## config.mk

```make
export PLATFORM = sky130hd
export DESIGN_NAME = simple_cpu_flat
export DESIGN_NICKNAME = d
export VERILOG_FILES = /design/src/rtl/simple_cpu_if.sv /design/src/rtl/simple_cpu.sv /design/src/flat_wrapper.sv
export SDC_FILE = /design/constraint.sdc
export NUM_CORES = 1
export LEC_CHECK = 0
export CORE_MARGIN = 5
export CORE_UTILIZATION = 40
export CTS_CLUSTER_SIZE = 12
export DETAILED_ROUTE_END_ITERATION = 16
export PLACE_DENSITY = 0.86
export SYNTH_ARGS = -nofsm -noshare
export SYNTH_HDL_FRONTEND = slang
export SYNTH_SLANG_ARGS = --single-unit
```

## constraint.sdc

```tcl
create_clock -name CLK -period 1.7 [get_ports CLK]
set_input_delay 0.34 -clock CLK [delete_from_list [all_inputs] [get_ports CLK]]
set_output_delay 0.34 -clock CLK [all_outputs]
set_load 0.01 [all_outputs]
```

## src/rtl/simple_cpu_if.sv

```systemverilog
// Instruction-fetch bus between the CPU core and an external instruction memory.
// The core drives the byte address; the memory returns the 32-bit word at that address.
interface simple_cpu_if;
  logic [31:0] PC;
  logic [31:0] INSTRUCTION;

  modport master (output PC, input INSTRUCTION);
  modport slave  (input PC, output INSTRUCTION);
endinterface

```

## src/rtl/simple_cpu.sv

```systemverilog
// Single-cycle 8-bit core: fetch/decode/execute in one cycle, regfile write and PC+4 at the edge.
// Holds its own control decode, ALU and an 8x8 register file (instance my_reg).
module simple_cpu_regfile (
  input  logic       clk,
  input  logic       rst,
  input  logic       we_i,
  input  logic [2:0] waddr_i,
  input  logic [7:0] wdata_i,
  input  logic [2:0] raddr_a_i,
  input  logic [2:0] raddr_b_i,
  output logic [7:0] rdata_a_o,
  output logic [7:0] rdata_b_o
);
  logic [7:0] REGISTER [0:7];

  // NOTE: the storage array is reset as a whole because a reset must clear every register at once.
  always_ff @(posedge clk or posedge rst) begin
    if (rst) begin
      for (int i = 0; i < 8; i++) REGISTER[i] <= 8'h00;
    end else if (we_i) begin
      REGISTER[waddr_i] <= wdata_i;
    end
  end

  assign rdata_a_o = REGISTER[raddr_a_i];
  assign rdata_b_o = REGISTER[raddr_b_i];
endmodule

module simple_cpu (
  input  logic          CLK,
  input  logic          RESET,
  simple_cpu_if.master  imem
);
  typedef enum logic [7:0] {
    OP_LOADI = 8'h00,
    OP_MOV   = 8'h01,
    OP_ADD   = 8'h02,
    OP_SUB   = 8'h03,
    OP_AND   = 8'h04,
    OP_OR    = 8'h05
  } opcode_e;

  logic [31:0] pc_q, pc_d;
  logic [7:0]  opcode;
  logic [2:0]  rd_idx, rt_idx, rs_idx;
  logic [7:0]  imm;
  logic [7:0]  rt_val, rs_val;
  logic [7:0]  neg_rs, add_b, sum;
  logic [7:0]  result;
  logic        reg_we;
  logic        unused_fields;

  assign opcode = imem.INSTRUCTION[31:24];
  assign rd_idx = imem.INSTRUCTION[18:16];
  assign rt_idx = imem.INSTRUCTION[10:8];
  assign rs_idx = imem.INSTRUCTION[2:0];
  assign imm    = imem.INSTRUCTION[7:0];
  assign unused_fields = ^{imem.INSTRUCTION[23:19], imem.INSTRUCTION[15:11]};

  simple_cpu_regfile my_reg (
    .clk       (CLK),
    .rst       (RESET),
    .we_i      (reg_we),
    .waddr_i   (rd_idx),
    .wdata_i   (result),
    .raddr_a_i (rt_idx),
    .raddr_b_i (rs_idx),
    .rdata_a_o (rt_val),
    .rdata_b_o (rs_val)
  );

  // Subtraction reuses the adder with a two's-complement negated second operand.
  assign neg_rs = ~rs_val + 8'd1;
  assign add_b  = (opcode == OP_SUB) ? neg_rs : rs_val;
  assign sum    = rt_val + add_b;

  // NOTE: every output of this block gets a default first so no latch is inferred.
  always_comb begin
    result = 8'h00;
    reg_we = 1'b0;
    case (opcode)
      OP_LOADI: begin result = imm;             reg_we = 1'b1; end
      OP_MOV:   begin result = rs_val;          reg_we = 1'b1; end
      OP_ADD,
      OP_SUB:   begin result = sum;             reg_we = 1'b1; end
      OP_AND:   begin result = rt_val & rs_val; reg_we = 1'b1; end
      OP_OR:    begin result = rt_val | rs_val; reg_we = 1'b1; end
      default:  begin result = 8'h00;           reg_we = 1'b0; end
    endcase
  end

  assign pc_d = pc_q + 32'd4;

  // NOTE: sequential state uses non-blocking assignments so all registers update together.
  always_ff @(posedge CLK or posedge RESET) begin
    if (RESET) pc_q <= 32'h0;
    else       pc_q <= pc_d;
  end

  assign imem.PC = pc_q;
endmodule

```

## src/flat_wrapper.sv

```systemverilog
// flat-port wrapper written by rule: the top's interface ports become plain ports
module simple_cpu_flat 
  (CLK, RESET, imem_PC, imem_INSTRUCTION);
  simple_cpu_if imem_i ();
  input  logic CLK;
  input  logic RESET;
  output wire logic [$bits(imem_i.PC)-1:0] imem_PC;
  input wire logic [$bits(imem_i.INSTRUCTION)-1:0] imem_INSTRUCTION;
  assign imem_PC = imem_i.PC;
  assign imem_i.INSTRUCTION = imem_INSTRUCTION;
  simple_cpu u_core (.CLK(CLK), .RESET(RESET), .imem(imem_i));
endmodule
```

==> results <==
- The peak clock frequency supported by timing is 604 MHz.
- The die extent in y is 68.5 um.
- The leakage power total is 0.983 nW.
- The proportion of synthesized flip-flops having asynchronous set or reset is 100%.
- The net count of the finished layout is ~200.
- In the routed layout, each cell is associated on average with a via count of ~4.5.
- The max-slew violation total from the final report was 0.
- The repair_antennas step left the layout with diodes totalling 0.
- The fraction of final layout cells sized beyond drive strength 1 is between 20% and 30%.
- The worst setup skew after layout is 0.0148 ns.
- After synthesis the netlist holds a flip-flop and latch count of 30.
- The count of standard-cell rows is 21.
- The signal on the critical path passes through clkdlybuf4s50_1.
- The I/O pin count is 66.
- Counting instances in the post-synthesis netlist gives the leading cell types as sky130_fd_sc_hd__dfrtp_1, sky130_fd_sc_hd__xnor2_1, sky130_fd_sc_hd__nand2_1, sky130_fd_sc_hd__nand3_1, sky130_fd_sc_hd__xor2_1.
- The setup slack of the critical path after layout is 0.0441 ns.
- After detailed routing, the number of remaining DRC violations is 0.
- In this run, the clock network consumes 37.3% of the power.
- In the synthesized netlist the dominant register cell turns out to be sky130_fd_sc_hd__dfrtp_1.
- The number of buffer and inverter stages on the critical path is 1.
- Max-cap violations in this run came to 0.
- TritonCTS built the clock tree.
- Of the synthesized area, sequential elements account for 54.9%.
- The routability congestion estimate from global placement is 0.801.
- Counting the fill cells in the layout gives 292.
- Including well taps, the total number of placed cells is 193.
- The count of yosys warnings during synthesis is 0.
- sky130_fd_sc_hd__dfrtp_1 is the most common cell in the netlist.
- The switching share of power is 21.4%.
- The pre-antenna-repair detailed-routing pass consisted of 2 iterations.
- The average footprint of a synthesized cell is 12.0 um2.
- In this run the clock root is driven by a sky130_fd_sc_hd__clkbuf_4.
- The area overhead of the layout relative to synthesis is 41.5%.
- The number of standard cells in the final layout excluding fillers is 215.
- The area of the die is 0.00469 mm2.
- The run finished with clean final reports.
- Across every metal layer, demand over resource in global routing totals 13.0%.
- In the synthesized netlist, the number of instances is ~110.
- On the critical path, the stage with the largest delay is an instance of sky130_fd_sc_hd__clkdlybuf4s50_1.
- The sequential group share of total power is 61.1%.
- The classification of the worst-slack hold path is input port to asynchronous set/reset pin.
- The starting density of the core is 41.3%.
- The port buffer count is 31.
- The peak supply drop is 0.358 mV.
- The via count of the first global-routing pass is slightly above 900.
- STA classifies the critical path startpoint as a register.
- The detail route stage leaves a number of antenna-violating nets equal to 0.
- In this run the deepest clock path goes through 2 buffers.
- On the worst path, the slowest cell contributes a delay of between 0.5 and 0.6 ns.
- Global routing finished with a remaining overflow of 0.
- In this run the worst path has a maximum fanout of 5.
- For this block, the routed nets add up to between 2000 and 3000 um of wire.
- After synthesis, the largest area contributor takes up a little over half of total cell area.
- The power density over the cells is 603 mW/mm2.
- The endpoint class of the critical path is an output port.
- Summing over every cut layer, the via total after detailed routing is 976.
- The number of antenna violations at the first check in global routing is 0.
- The number of sinks handled by clock tree synthesis is 30.
- Before CTS, the worst setup slack after placement is about 0.12 ns.
- The initial detailed-routing violation count is 37.
- Setup violations remaining at the end of the flow were counted as 0.
- The ratio of final minimum period to clock period is 97.4%.
- The setup slack of the most critical reg-to-reg path is 0.15 ns.
- The clock insertion delay at the later pin of the skew report is around 0.32 ns.
- The startpoint of the most critical register-to-register path is u_core.imem.PC[3].
- The half-perimeter wire length after detailed placement is 1960 um.
- For the worst flop-to-flop path, the logic depth is 4.
- The biggest area consumer among synthesized cells is sky130_fd_sc_hd__dfrtp_1.
- The data arrival time of the worst path is 1.32 ns.
- The global-route wire length before repair is between 4000 and 5000 um.
- Counting flops with a built-in enable in the synthesized netlist gives 0.
- The depth of the CTS H-tree is 2.
- Clock-pin slew was measured on the worst setup and hold paths at 0.09 ns.
- The horizontal extent of the die is 68.5 um.
- The clock period minus final worst setup slack is 1.66 ns.
- The register with the most flip-flops in the layout has 30 of them.
- The unique cell type count in the Yosys netlist is 20.
- The routed wirelength normalized by instance count is 12.9 um.
- For this design the total switching power over the nets is 0.250 mW.
- The setup path with the least slack is of type register to output port.
- The data required time of the critical path is between 1 and 1.5 ns.
- The clock buffer count from CTS is 5.
- The cell class contributing the biggest share of worst-path delay is buffers and inverters.
- Of the total power, combinational logic draws approximately 1.6%.
- Sorting the synthesized cells by area gives the leading types as sky130_fd_sc_hd__dfrtp_1, sky130_fd_sc_hd__xnor2_1, sky130_fd_sc_hd__xor2_1.
- In this run the critical register-to-register path is captured at u_core.imem.PC[29].
- The post-synthesis instance area is about 0.0014 mm2.
- The critical path starts at u_core.imem.PC[10].
- Internal power comes to 0.917 mW.
- The total count of hold-check failures in the final report is 0.
- Entering global routing, the biggest net connects 31 pins.
- In this run the standard cell core region covers 0.00331 mm2.
metrics by stage:
step	hold WS (ns)	cell area, um2	utilization (%)	power [mW]	TNS, ns
floorplan	0.431	1370	-	0.743	0
global placement	0.464	1750	52.8	0.746	0
global route	0.402	1940	58.5	1.22	-0.00928
detailed placement	0.469	1750	52.8	0.747	0
finish	0.375	1940	58.5	1.17	0
CTS	0.386	1820	54.9	1.18	0
cells by family after synthesis:
group / count (synthesis) / synth area share, %
other cells: 1 / 0.274
fa+ha+maj: 1 / 0.915
xor+xnor: 28 / 17.9
simple gates: 48 / 23.8
buf+inv: 6 / 2.20
flops: 30 / 54.9
per-layer routing:
| metal | vias up | track usage [%] | share of wire, % |
|---|---|---|---|
| met5 | - | 0 | 0 |
| met1 | 460 | 16.4 | 44 |
| li1 | 489 | - | - |
| met4 | 0 | 7.44 | 1.8 |
| met3 | 6 | 3.12 | 4.5 |
| met2 | 21 | 20.1 | 50 |
power by group through the flow:
| stage | logic, mW | registers (mW) | clock network, mW |
|---|---|---|---|
| finish | 0.0187 | 0.713 | 0.435 |
| floorplan | 0.0159 | 0.727 | 0 |
| CTS | 0.0201 | 0.713 | 0.445 |
| global route | 0.0232 | 0.713 | 0.483 |
| global placement | 0.0193 | 0.727 | 0 |
| detailed placement | 0.0201 | 0.727 | 0 |
area by class of cell:
class / count / area, um2 / area share [%]
clock buffer: 7 / 55.1 / 2.84
clock inverter: 1 / 5.00 / 0.259
inverter: 4 / 15.0 / 0.776
multi-input combinational: 79 / 591 / 30.5
sequential: 30 / 766 / 39.6
tap: 46 / 57.6 / 2.97
timing repair buffer: 48 / 447 / 23.1
what timing repair did:
| action | CTS | global route |
|---|---|---|
| setup buffers | 0 | 14 |
| setup endpoints to repair | 10 | 16 |
| gates resized for setup | 10 | 7 |
| hold buffers | 0 | 0 |
tightest hold or removal path, cell delays in order:
cell                              delay [ns]
sky130_fd_sc_hd__clkdlybuf4s50_1        0.40
sky130_fd_sc_hd__inv_1                  0.05
sky130_fd_sc_hd__buf_4                  0.33
cells in the final DEF (no fill, tap or decap), types with 2 or more instances in the layout:
| cell | Yosys | routed |
|---|---|---|
| sky130_fd_sc_hd__and3_1 | 4 | 4 |
| sky130_fd_sc_hd__dfrtp_1 | 30 | 18 |
| sky130_fd_sc_hd__xnor2_1 | 19 | 19 |
| sky130_fd_sc_hd__nor4_4 | 3 | 3 |
| sky130_fd_sc_hd__nand4_1 | 6 | 6 |
| sky130_fd_sc_hd__clkbuf_4 | 0 | 5 |
| sky130_fd_sc_hd__conb_1 | 1 | 2 |
| sky130_fd_sc_hd__nor2_1 | 6 | 6 |
| sky130_fd_sc_hd__dlymetal6s2s_1 | 0 | 4 |
| sky130_fd_sc_hd__buf_4 | 2 | 17 |
| sky130_fd_sc_hd__dfrtp_2 | 0 | 12 |
| sky130_fd_sc_hd__nand2_1 | 10 | 10 |
| sky130_fd_sc_hd__nor3_1 | 3 | 3 |
| sky130_fd_sc_hd__clkdlybuf4s50_1 | 0 | 26 |
| sky130_fd_sc_hd__nand3_1 | 10 | 10 |
| sky130_fd_sc_hd__xor2_1 | 9 | 9 |
| sky130_fd_sc_hd__inv_1 | 4 | 4 |
worst max-delay path by stage:
stage	end	slack, ns	cells past startpoint
finish	imem_PC[10]	0.04	1
global route	imem_PC[23]	-0.005	1
CTS	imem_PC[14]	0.005	1
detailed placement	u_core.imem.PC[25]	0.12	4
global placement	u_core.imem.PC[25]	0.15	4
floorplan	u_core.imem.PC[30]	0.11	5
Note: power is estimated with default switching activity, not from simulation.
